==> src/rtl/lcd_char_ctrl.sv <==
// HD44780-style 4-bit LCD character controller: power-on init, configuration,
// then byte writes (upper nibble, lower nibble) through a handshake.
module lcd_char_ctrl #(
    parameter int unsigned T_PWR   = 750000,
    parameter int unsigned T_4100  = 205000,
    parameter int unsigned T_100   = 5000,
    parameter int unsigned T_40    = 2000,
    parameter int unsigned T_CLEAR = 82000,
    parameter int unsigned T_E     = 12,
    parameter int unsigned T_SU    = 2,
    parameter int unsigned T_GAP   = 50,
    parameter int unsigned CNT_W   = 32
) (
    input  logic       Clock,
    input  logic       Reset,
    input  logic [7:0] iData,
    input  logic       iRS,
    input  logic       iValid,
    output logic       oReady,
    output logic       oInitDone,
    output logic       oLCD_Enabled,
    output logic       oLCD_RegisterSelect,
    output logic       oLCD_ReadWrite,
    output logic       oLCD_StrataFlashControl,
    output logic [3:0] oLCD_Data
);

    typedef enum logic [3:0] {
        PWR_WAIT, INIT_PULSE, INIT_WAIT, CFG_LOAD,
        WR_SETUP_HI, WR_E_HI, WR_GAP, WR_SETUP_LO, WR_E_LO, WR_WAIT, IDLE
    } state_t;

    state_t           r_state, w_next_state;
    logic [CNT_W-1:0] r_cnt, w_limit;
    logic             w_last;
    logic [1:0]       r_step, w_next_step;
    logic [1:0]       r_cfg_idx, w_next_cfg_idx;
    logic [7:0]       r_byte, w_next_byte, w_cfg_byte;
    logic             r_rs, w_next_rs;
    logic [3:0]       r_data, w_next_data;
    logic             r_init_done, w_next_init_done;

    always_comb begin
        w_limit = CNT_W'(1);
        unique case (r_state)
            PWR_WAIT:                     w_limit = CNT_W'(T_PWR);
            INIT_PULSE, WR_E_HI, WR_E_LO: w_limit = CNT_W'(T_E);
            INIT_WAIT: begin
                case (r_step)
                    2'd0:    w_limit = CNT_W'(T_4100);
                    2'd1:    w_limit = CNT_W'(T_100);
                    default: w_limit = CNT_W'(T_40);
                endcase
            end
            WR_SETUP_HI, WR_SETUP_LO:     w_limit = CNT_W'(T_SU);
            WR_GAP:                       w_limit = CNT_W'(T_GAP);
            WR_WAIT: begin
                // Clear display and return home need the long wait
                if (!r_rs && (r_byte == 8'h01 || r_byte == 8'h02))
                    w_limit = CNT_W'(T_CLEAR);
                else
                    w_limit = CNT_W'(T_40);
            end
            default:                      w_limit = CNT_W'(1);
        endcase
    end

    assign w_last = (r_cnt == w_limit - CNT_W'(1));

    always_comb begin
        case (r_cfg_idx)
            2'd0:    w_cfg_byte = 8'h28;
            2'd1:    w_cfg_byte = 8'h06;
            2'd2:    w_cfg_byte = 8'h0C;
            default: w_cfg_byte = 8'h01;
        endcase
    end

    always_comb begin
        w_next_state     = r_state;
        w_next_step      = r_step;
        w_next_cfg_idx   = r_cfg_idx;
        w_next_byte      = r_byte;
        w_next_rs        = r_rs;
        w_next_data      = r_data;
        w_next_init_done = r_init_done;
        unique case (r_state)
            PWR_WAIT: if (w_last) begin
                w_next_state = INIT_PULSE;
                w_next_data  = 4'h3;
            end
            INIT_PULSE: if (w_last) w_next_state = INIT_WAIT;
            INIT_WAIT: if (w_last) begin
                if (r_step == 2'd3) begin
                    w_next_state = CFG_LOAD;
                end else begin
                    w_next_step  = r_step + 2'd1;
                    w_next_state = INIT_PULSE;
                    w_next_data  = (r_step == 2'd2) ? 4'h2 : 4'h3;
                end
            end
            CFG_LOAD: begin
                w_next_byte  = w_cfg_byte;
                w_next_rs    = 1'b0;
                w_next_data  = w_cfg_byte[7:4];
                w_next_state = WR_SETUP_HI;
            end
            WR_SETUP_HI: if (w_last) w_next_state = WR_E_HI;
            WR_E_HI:     if (w_last) w_next_state = WR_GAP;
            WR_GAP: if (w_last) begin
                w_next_state = WR_SETUP_LO;
                w_next_data  = r_byte[3:0];
            end
            WR_SETUP_LO: if (w_last) w_next_state = WR_E_LO;
            WR_E_LO:     if (w_last) w_next_state = WR_WAIT;
            WR_WAIT: if (w_last) begin
                if (r_init_done) begin
                    w_next_state = IDLE;
                end else if (r_cfg_idx == 2'd3) begin
                    w_next_state     = IDLE;
                    w_next_init_done = 1'b1;
                end else begin
                    w_next_cfg_idx = r_cfg_idx + 2'd1;
                    w_next_state   = CFG_LOAD;
                end
            end
            IDLE: if (iValid) begin
                w_next_byte  = iData;
                w_next_rs    = iRS;
                w_next_data  = iData[7:4];
                w_next_state = WR_SETUP_HI;
            end
            default: w_next_state = PWR_WAIT;
        endcase
    end

    always_ff @(posedge Clock or negedge Reset) begin
        if (!Reset) begin
            r_state     <= PWR_WAIT;
            r_cnt       <= '0;
            r_step      <= '0;
            r_cfg_idx   <= '0;
            r_byte      <= '0;
            r_rs        <= 1'b0;
            r_data      <= '0;
            r_init_done <= 1'b0;
        end else begin
            r_state     <= w_next_state;
            r_step      <= w_next_step;
            r_cfg_idx   <= w_next_cfg_idx;
            r_byte      <= w_next_byte;
            r_rs        <= w_next_rs;
            r_data      <= w_next_data;
            r_init_done <= w_next_init_done;
            // Holding at the last count keeps IDLE from ever wrapping
            if (w_next_state != r_state)
                r_cnt <= '0;
            else if (!w_last)
                r_cnt <= r_cnt + CNT_W'(1);
        end
    end

    assign oReady                  = (r_state == IDLE);
    assign oInitDone               = r_init_done;
    assign oLCD_Enabled            = (r_state == INIT_PULSE) || (r_state == WR_E_HI) ||
                                     (r_state == WR_E_LO);
    assign oLCD_RegisterSelect     = r_rs;
    assign oLCD_ReadWrite          = 1'b0;
    assign oLCD_StrataFlashControl = 1'b1;
    assign oLCD_Data               = r_data;

endmodule

==> config.mk <==
export PLATFORM = sky130hd
export DESIGN_NAME = lcd_char_ctrl
export DESIGN_NICKNAME = d
export VERILOG_FILES = /design/src/rtl/lcd_char_ctrl.sv
export SDC_FILE = /design/constraint.sdc
export NUM_CORES = 1
export LEC_CHECK = 0
export BUFFER_PORTS_ARGS = -buffer_cell sky130_fd_sc_hd__buf_2
export CAP_MARGIN = 20
export CORE_MARGIN = 10
export CORE_UTILIZATION = 65
export DETAILED_ROUTE_END_ITERATION = 10
export GPL_ROUTABILITY_DRIVEN = 0
export PLACE_DENSITY = 0.84
export SYNTH_ARGS = -nofsm -noshare
export SYNTH_HDL_FRONTEND = slang
export SYNTH_SLANG_ARGS = --single-unit
export TNS_END_PERCENT = 100
==> constraint.sdc <==
create_clock -name Clock -period 9.2 [get_ports Clock]
set_clock_uncertainty 0.05 [all_clocks]
set_input_delay 0.92 -clock Clock [delete_from_list [all_inputs] [get_ports Clock]]
set_output_delay 0.92 -clock Clock [all_outputs]
set_load 0.01 [all_outputs]
Word level (Yosys, flattened, before mapping)
Cells that the tools add are included.
{"block": "classes", "eq_ne": 26, "shift": 0, "n_mul": 0, "bitwise_logic": 3, "div": 0, "n_addsub": 4, "order_cmp": 0, "mux": 33, "n_reduce_logical": 17}
{"cell": "case mux 20 bit (6 select lines)", "n": 1}
{"cell": "two-way mux 4 bit", "n": 17}
{"cell": "two-way mux 32 bit", "n": 2}
{"cell": "case mux 4 bit (11 select lines)", "n": 1}
{"cell": "case mux 18 bit (2 select lines)", "n": 1}
{"cell": "adder 32 x 1 -> 32 bit, second input constant", "n": 1}
{"cell": "equality test 32 bit", "n": 1}
{"cell": "subtractor 32 x 1 -> 32 bit, second input constant", "n": 1}
{"cell": "case mux 4 bit (5 select lines)", "n": 1}
{"cell": "case mux 6 bit (3 select lines)", "n": 1}
{"cell": "two-way mux 17 bit", "n": 1}
{"cell": "equality test 4 x 3 -> 1 bit, second input constant", "n": 4}
{"cell": "case mux 8 bit (2 select lines)", "n": 1}
{"cell": "equality test 4 bit, second input constant", "n": 3}
{"cell": "!= test 2 bit, second input constant", "n": 5}
{"cell": "equality test 2 bit, second input constant", "n": 4}
{"cell": "equality test 4 x 2 -> 1 bit, second input constant", "n": 2}
{"cell": "equality test 8 x 1 -> 1 bit, second input constant", "n": 1}
{"cell": "equality test 8 x 2 -> 1 bit, second input constant", "n": 1}
{"cell": "two-way mux 8 bit", "n": 1}
{"cell": "AND reduction 6 bit", "n": 1}
{"cell": "nonzero test 5 bit", "n": 1}
{"cell": "adder 2 x 1 -> 2 bit, second input constant", "n": 2}
{"cell": "equality test 2 x 1 -> 1 bit, second input constant", "n": 2}
{"cell": "other kinds (18)", "n": 27}
{"block": "word_totals", "input_bits": 12, "romBits": 0, "memories": 0, "reg_bits": 54, "latch_bits": 0, "ram_bits": 0}

Depth between registers and ports, before layout
{"block": "depth", "depth_word": 11, "mapped_depth": 11}

Worst setup path before layout
OpenSTA, ideal clock, no wires.
{"block": "synth_path", "kind": "flip-flop to flip-flop", "start": "register r_step[0]", "end": "register r_step[1]", "t_arrival_ns": 2.723, "path_stages_with_launch": 11, "n_path_buf": 0, "setup_slack_ns": 6.301, "required_ns": 9.025, "synth_period_minus_slack_ns": 2.899, "cell_sequence": "dfrtp_1 inv_1 ha_1 nor3b_1 a211oi_1 o41ai_1 o21ai_1 nor4_4 nand2_2 or4_4 mux2_4"}
{"block": "synth_between", "elab_chain_cells": 6, "elab_cells_between_ends": 10}
{"item": "start, declared", "line_no": "36", "text": "logic [1:0] r_step, w_next_step;"}
{"item": "start signal, assigned", "line_no": "149", "text": "r_step <= w_next_step;"}
{"item": "equality test 2 x 1 -> 1 bit or zero test 2 bit (tied branches)", "line_no": "49", "text": "case (r_step)"}
{"item": "case mux 18 bit (2 select lines)", "line_no": "49"}
{"item": "case mux 20 bit (6 select lines)", "line_no": "45", "text": "unique case (r_state)"}
{"item": "subtractor 32 x 1 -> 32 bit", "line_no": "68", "text": "assign w_last = (r_cnt == w_limit - CNT_W'(1));"}
{"item": "equality test 32 bit", "line_no": "68"}
{"item": "AND reduction 3 bit (no line)"}
Parallel ways exist; a longest one is shown, timed or not.
A chain may end at the register's enable or synchronous reset.

Final worst setup path
{"block": "layout_path", "start": "register r_state[0]", "end": "register r_step[1]"}
{"block": "layout_between", "elab_chain_cells": 6, "elab_cells_between_ends": 15}
{"item": "start, declared", "line_no": "33", "text": "state_t r_state, w_next_state;"}
{"item": "start signal, assigned", "line_no": "148", "text": "r_state <= w_next_state;"}
{"item": "equality test 4 x 1 -> 1 bit (tied with other cells)", "line_no": "45"}
{"item": "OR reduction 3 bit or OR reduction 2 bit (tied branches)", "line_no": "45"}
{"item": "case mux 20 bit (6 select lines)", "line_no": "45"}
{"item": "subtractor 32 x 1 -> 32 bit", "line_no": "68"}
{"item": "equality test 32 bit", "line_no": "68"}
{"item": "AND reduction 3 bit (no line) *"}
Every way passes the cells marked *; elsewhere a longest branch is shown, timed or not.

==> results.py <==
metrics = {
    "status": {
        "status": "finished, final reports clean",
    },
    "pwr": {
        "p_leak_uw": 0.00168,
        "power_uw": 386,
        "powerDensity_nw_per_um2": 100,
        "ir_drop_v": 0.0000767,
    },
    "clocking": {
        "path_clk_slew_ns": 0.10,
        "cts_hold_buf": 0,
        "postCtsResizedCells": 0,
        "cts_tree": "built",
        "post_cts_buffers": 0,
        "cts-root-buf": "clkbuf_8",
        "clkSinkCount": 54,
        "clk_path_buf_depth": 2,
        "htree_levels": 2,
        "insertion_delay_ns": 0.31,
        "numCtsBuffers": 5,
    },
    "global_routing": {
        "overflow": 0,
        "antenna_found_initial": 0,
        "grt_max_degree": 55,
        "grtUsageTotal": 0.193,
        "grt_pass1_wl_um": 14300,
        "grt_pass1_vias": 2945,
    },
    "yosys": {
        "synth_top_family_by_area": "simple AND/OR/NAND/NOR gates",
        "avgSynthCellArea_um2": 8.51,
        "synth_xor_area_frac": 0.0914,
        "synth_cell_type_count": 70,
        "syn-num-nets": 451,
        "synth-simple-area-share": 0.284,
        "synthAdderAreaFrac": 0.0378,
        "synth_seq_cells": 54,
        "ys.flop_type": "dfrtp_1",
        "yosysWarningCount": 0,
        "syn-cell-area_um2": 3640,
        "synth-compound-area-share": 0.131,
        "synth_cells": 428,
        "yosysSeqAreaShare": 0.371,
        "synthArstFlopShare": 1.00,
        "synth.area.mux_share": 0.0354,
        "synth_edf_count": 0,
    },
    "critical_path": {
        "start_kind": "register",
        "rr_worst_depth": 8,
        "cp.required_ns": 9.35,
        "rrSetupSlack_ns": 5.36,
        "cp.arrival_ns": 3.99,
        "path_max_fanout": 30,
        "rr_startpoint": "r_state[0]$_DFF_PN0_",
        "critPathKind": "register to register",
        "r2r_end": "r_step[1]$_DFFE_PN0P_",
        "cp-startpoint": "r_state[0]$_DFF_PN0_",
        "critical_path.endpoint_type": "register",
    },
    "timing": {
        "maxSlewHeadroom": 0.374,
        "hold_viol": 0,
        "slew_viol_final": 0,
        "hold_ws_ns": 0.453,
        "setup_viol": 0,
        "period_needed_ns": 3.84,
        "rsz0062_at_grt": "no",
        "setup_tns_ns": 0,
        "fin_crit_sh": 0.417,
        "worst_slew_pin_slew_ns": 0.939,
        "fmaxAchievable_mhz": 260,
    },
    "finish": {
        "final_layout_size_suffix_gt1_frac": 0.0993,
        "final_common_cell": "nor2_1",
        "final_cell_mix": "nor2_1 (67), dfrtp_1 (54), nand2_1 (34)",
        "layout.nets": 455,
        "syn2layout_area_growth_pct": 5.74,
        "antenna_cells": 0,
        "fill_cells": 443,
    },
    "drt": {
        "num_vias": 3129,
        "ant_nets": 0,
        "drt_pass1_iterations": 5,
        "wl_per_cell_um": 16.2,
        "avgViaCountPerCell": 6.20,
        "drt_iter0_drc": 392,
        "finalWirelength_um": 8190,
        "drc_errors": 0,
    },
    "placed_design": {
        "port_buffers": 19,
        "dp_hpwl_um": 5890,
    },
    "floorplanning": {
        "initial_core_util": 0.666,
        "rows": 27,
        "die_w_um": 94.9,
        "die_height_um": 94.9,
        "io_pins": 22,
        "fp.dieArea_um2": 9000,
        "core_area_um2": 5470,
    },
    "job": {
        "drv_cap": 0,
    },
    "worst_hold_path": {
        "hold-path-cell-count": 1,
        "worstHoldEndpoint": "oLCD_Data[0]$_DFFE_PN0P_",
        "hold_class": "register to register",
        "hold_start": "oLCD_Data[0]$_DFFE_PN0P_",
    },
}
## state kept, by name (all words and copies together), names as in the netlist
signal and flops:
r_step 2, r_byte 8, oLCD_Data 4, r_cfg_idx 2
oLCD_RegisterSelect 1, oInitDone 1, r_cnt 32, r_state 4
## critical path, stage by stage, from the launching register on
cell and delay [ns]:
dfrtp_1 0.93, nand4bb_1 0.43, nor4_4 0.45, xor2_1 0.12
o31ai_1 0.20, a32o_1 0.43, nand2_2 0.29, or4_4 0.51
mux2_4 0.31
## routing by layer
layer | global-route usage | share of wire | up-vias
li1 | - | - | 1499
met1 | 0.269 | 0.46 | 1506
met2 | 0.299 | 0.47 | 109
met3 | 0.0333 | 0.060 | 15
met4 | 0.0599 | 0.015 | 0
met5 | 0 | 0 | -
## Yosys cell counts (3+ instances only)
library cell | count | area share
nor2_1 | 67 | 0.069
dfrtp_1 | 54 | 0.37
nand2_1 | 34 | 0.035
nand3_1 | 22 | 0.030
xor2_1 | 22 | 0.053
a21oi_1 | 18 | 0.025
xnor2_1 | 16 | 0.038
nor3_1 | 15 | 0.021
clkbuf_1 | 14 | 0.014
inv_1 | 14 | 0.014
o21ai_0 | 13 | 0.018
and3_1 | 11 | 0.019
ha_1 | 11 | 0.038
mux2i_1 | 8 | 0.022
nand4_1 | 7 | 0.012
nor4_1 | 7 | 0.012
o21a_1 | 6 | 0.012
buf_1 | 4 | 0.0041
buf_2 | 4 | 0.0055
nand2b_1 | 4 | 0.0069
o31ai_1 | 4 | 0.0082
and2_1 | 3 | 0.0052
nor2b_1 | 3 | 0.0052
nor3b_1 | 3 | 0.0062
o21bai_1 | 3 | 0.0062
## layout make-up
class	count	area [um^2]	area share
Multi-Input combinational cell	333	2120	0.550
Sequential cell	54	1350	0.351
Timing Repair Buffer	22	138	0.0357
Tap cell	72	90.1	0.0234
Clock buffer	7	86.3	0.0224
Inverter	16	60.1	0.0156
Clock inverter	1	8.76	0.00227
## worst max path at each step
| stage | slack [ns] | endpoint | cells past startpoint |
|---|---|---|---|
| global route | 5.07 | r_step[1]$_DFFE_PN0P_ | 8 |
| finish | 5.36 | r_step[1]$_DFFE_PN0P_ | 8 |
| CTS | 5.40 | r_step[1]$_DFFE_PN0P_ | 7 |
| floorplan | 6.30 | r_step[1]$_DFFE_PN0P_ | 10 |
| global placement | 5.33 | r_cnt[4]$_DFFE_PN0P_ | 8 |
| detailed placement | 5.44 | r_step[1]$_DFFE_PN0P_ | 8 |
## logic make-up after synthesis
logic type / count (synthesis)
AND/OR/NAND/NOR: 199
AO/OA/AOI/OAI: 71
flip-flops: 54
buffers and inverters: 41
XOR/XNOR: 38
multiplexers: 12
adder cells (fa/ha/maj): 11
other: 2
## report_power, final
group          switching [uW]  internal [uW]  total, uW
clock                    78.3           62.4        141
sequential                  0            237        237
combinational            6.00           2.00       8.00
## metrics by stage
| stage | util | cell area (um^2) | instances | worst slack [ns] |
|---|---|---|---|---|
| after floorplan | - | 3640 | 428 | 6.30 |
| after global placement | 0.681 | 3730 | 496 | 5.33 |
| after detailed placement | 0.686 | 3760 | 497 | 5.44 |
| after CTS | 0.704 | 3850 | 505 | 5.40 |
| after global routing | 0.704 | 3850 | 505 | 5.07 |
| final | 0.704 | 3850 | 505 | 5.36 |
Note: power is estimated with default switching activity, not from simulation.
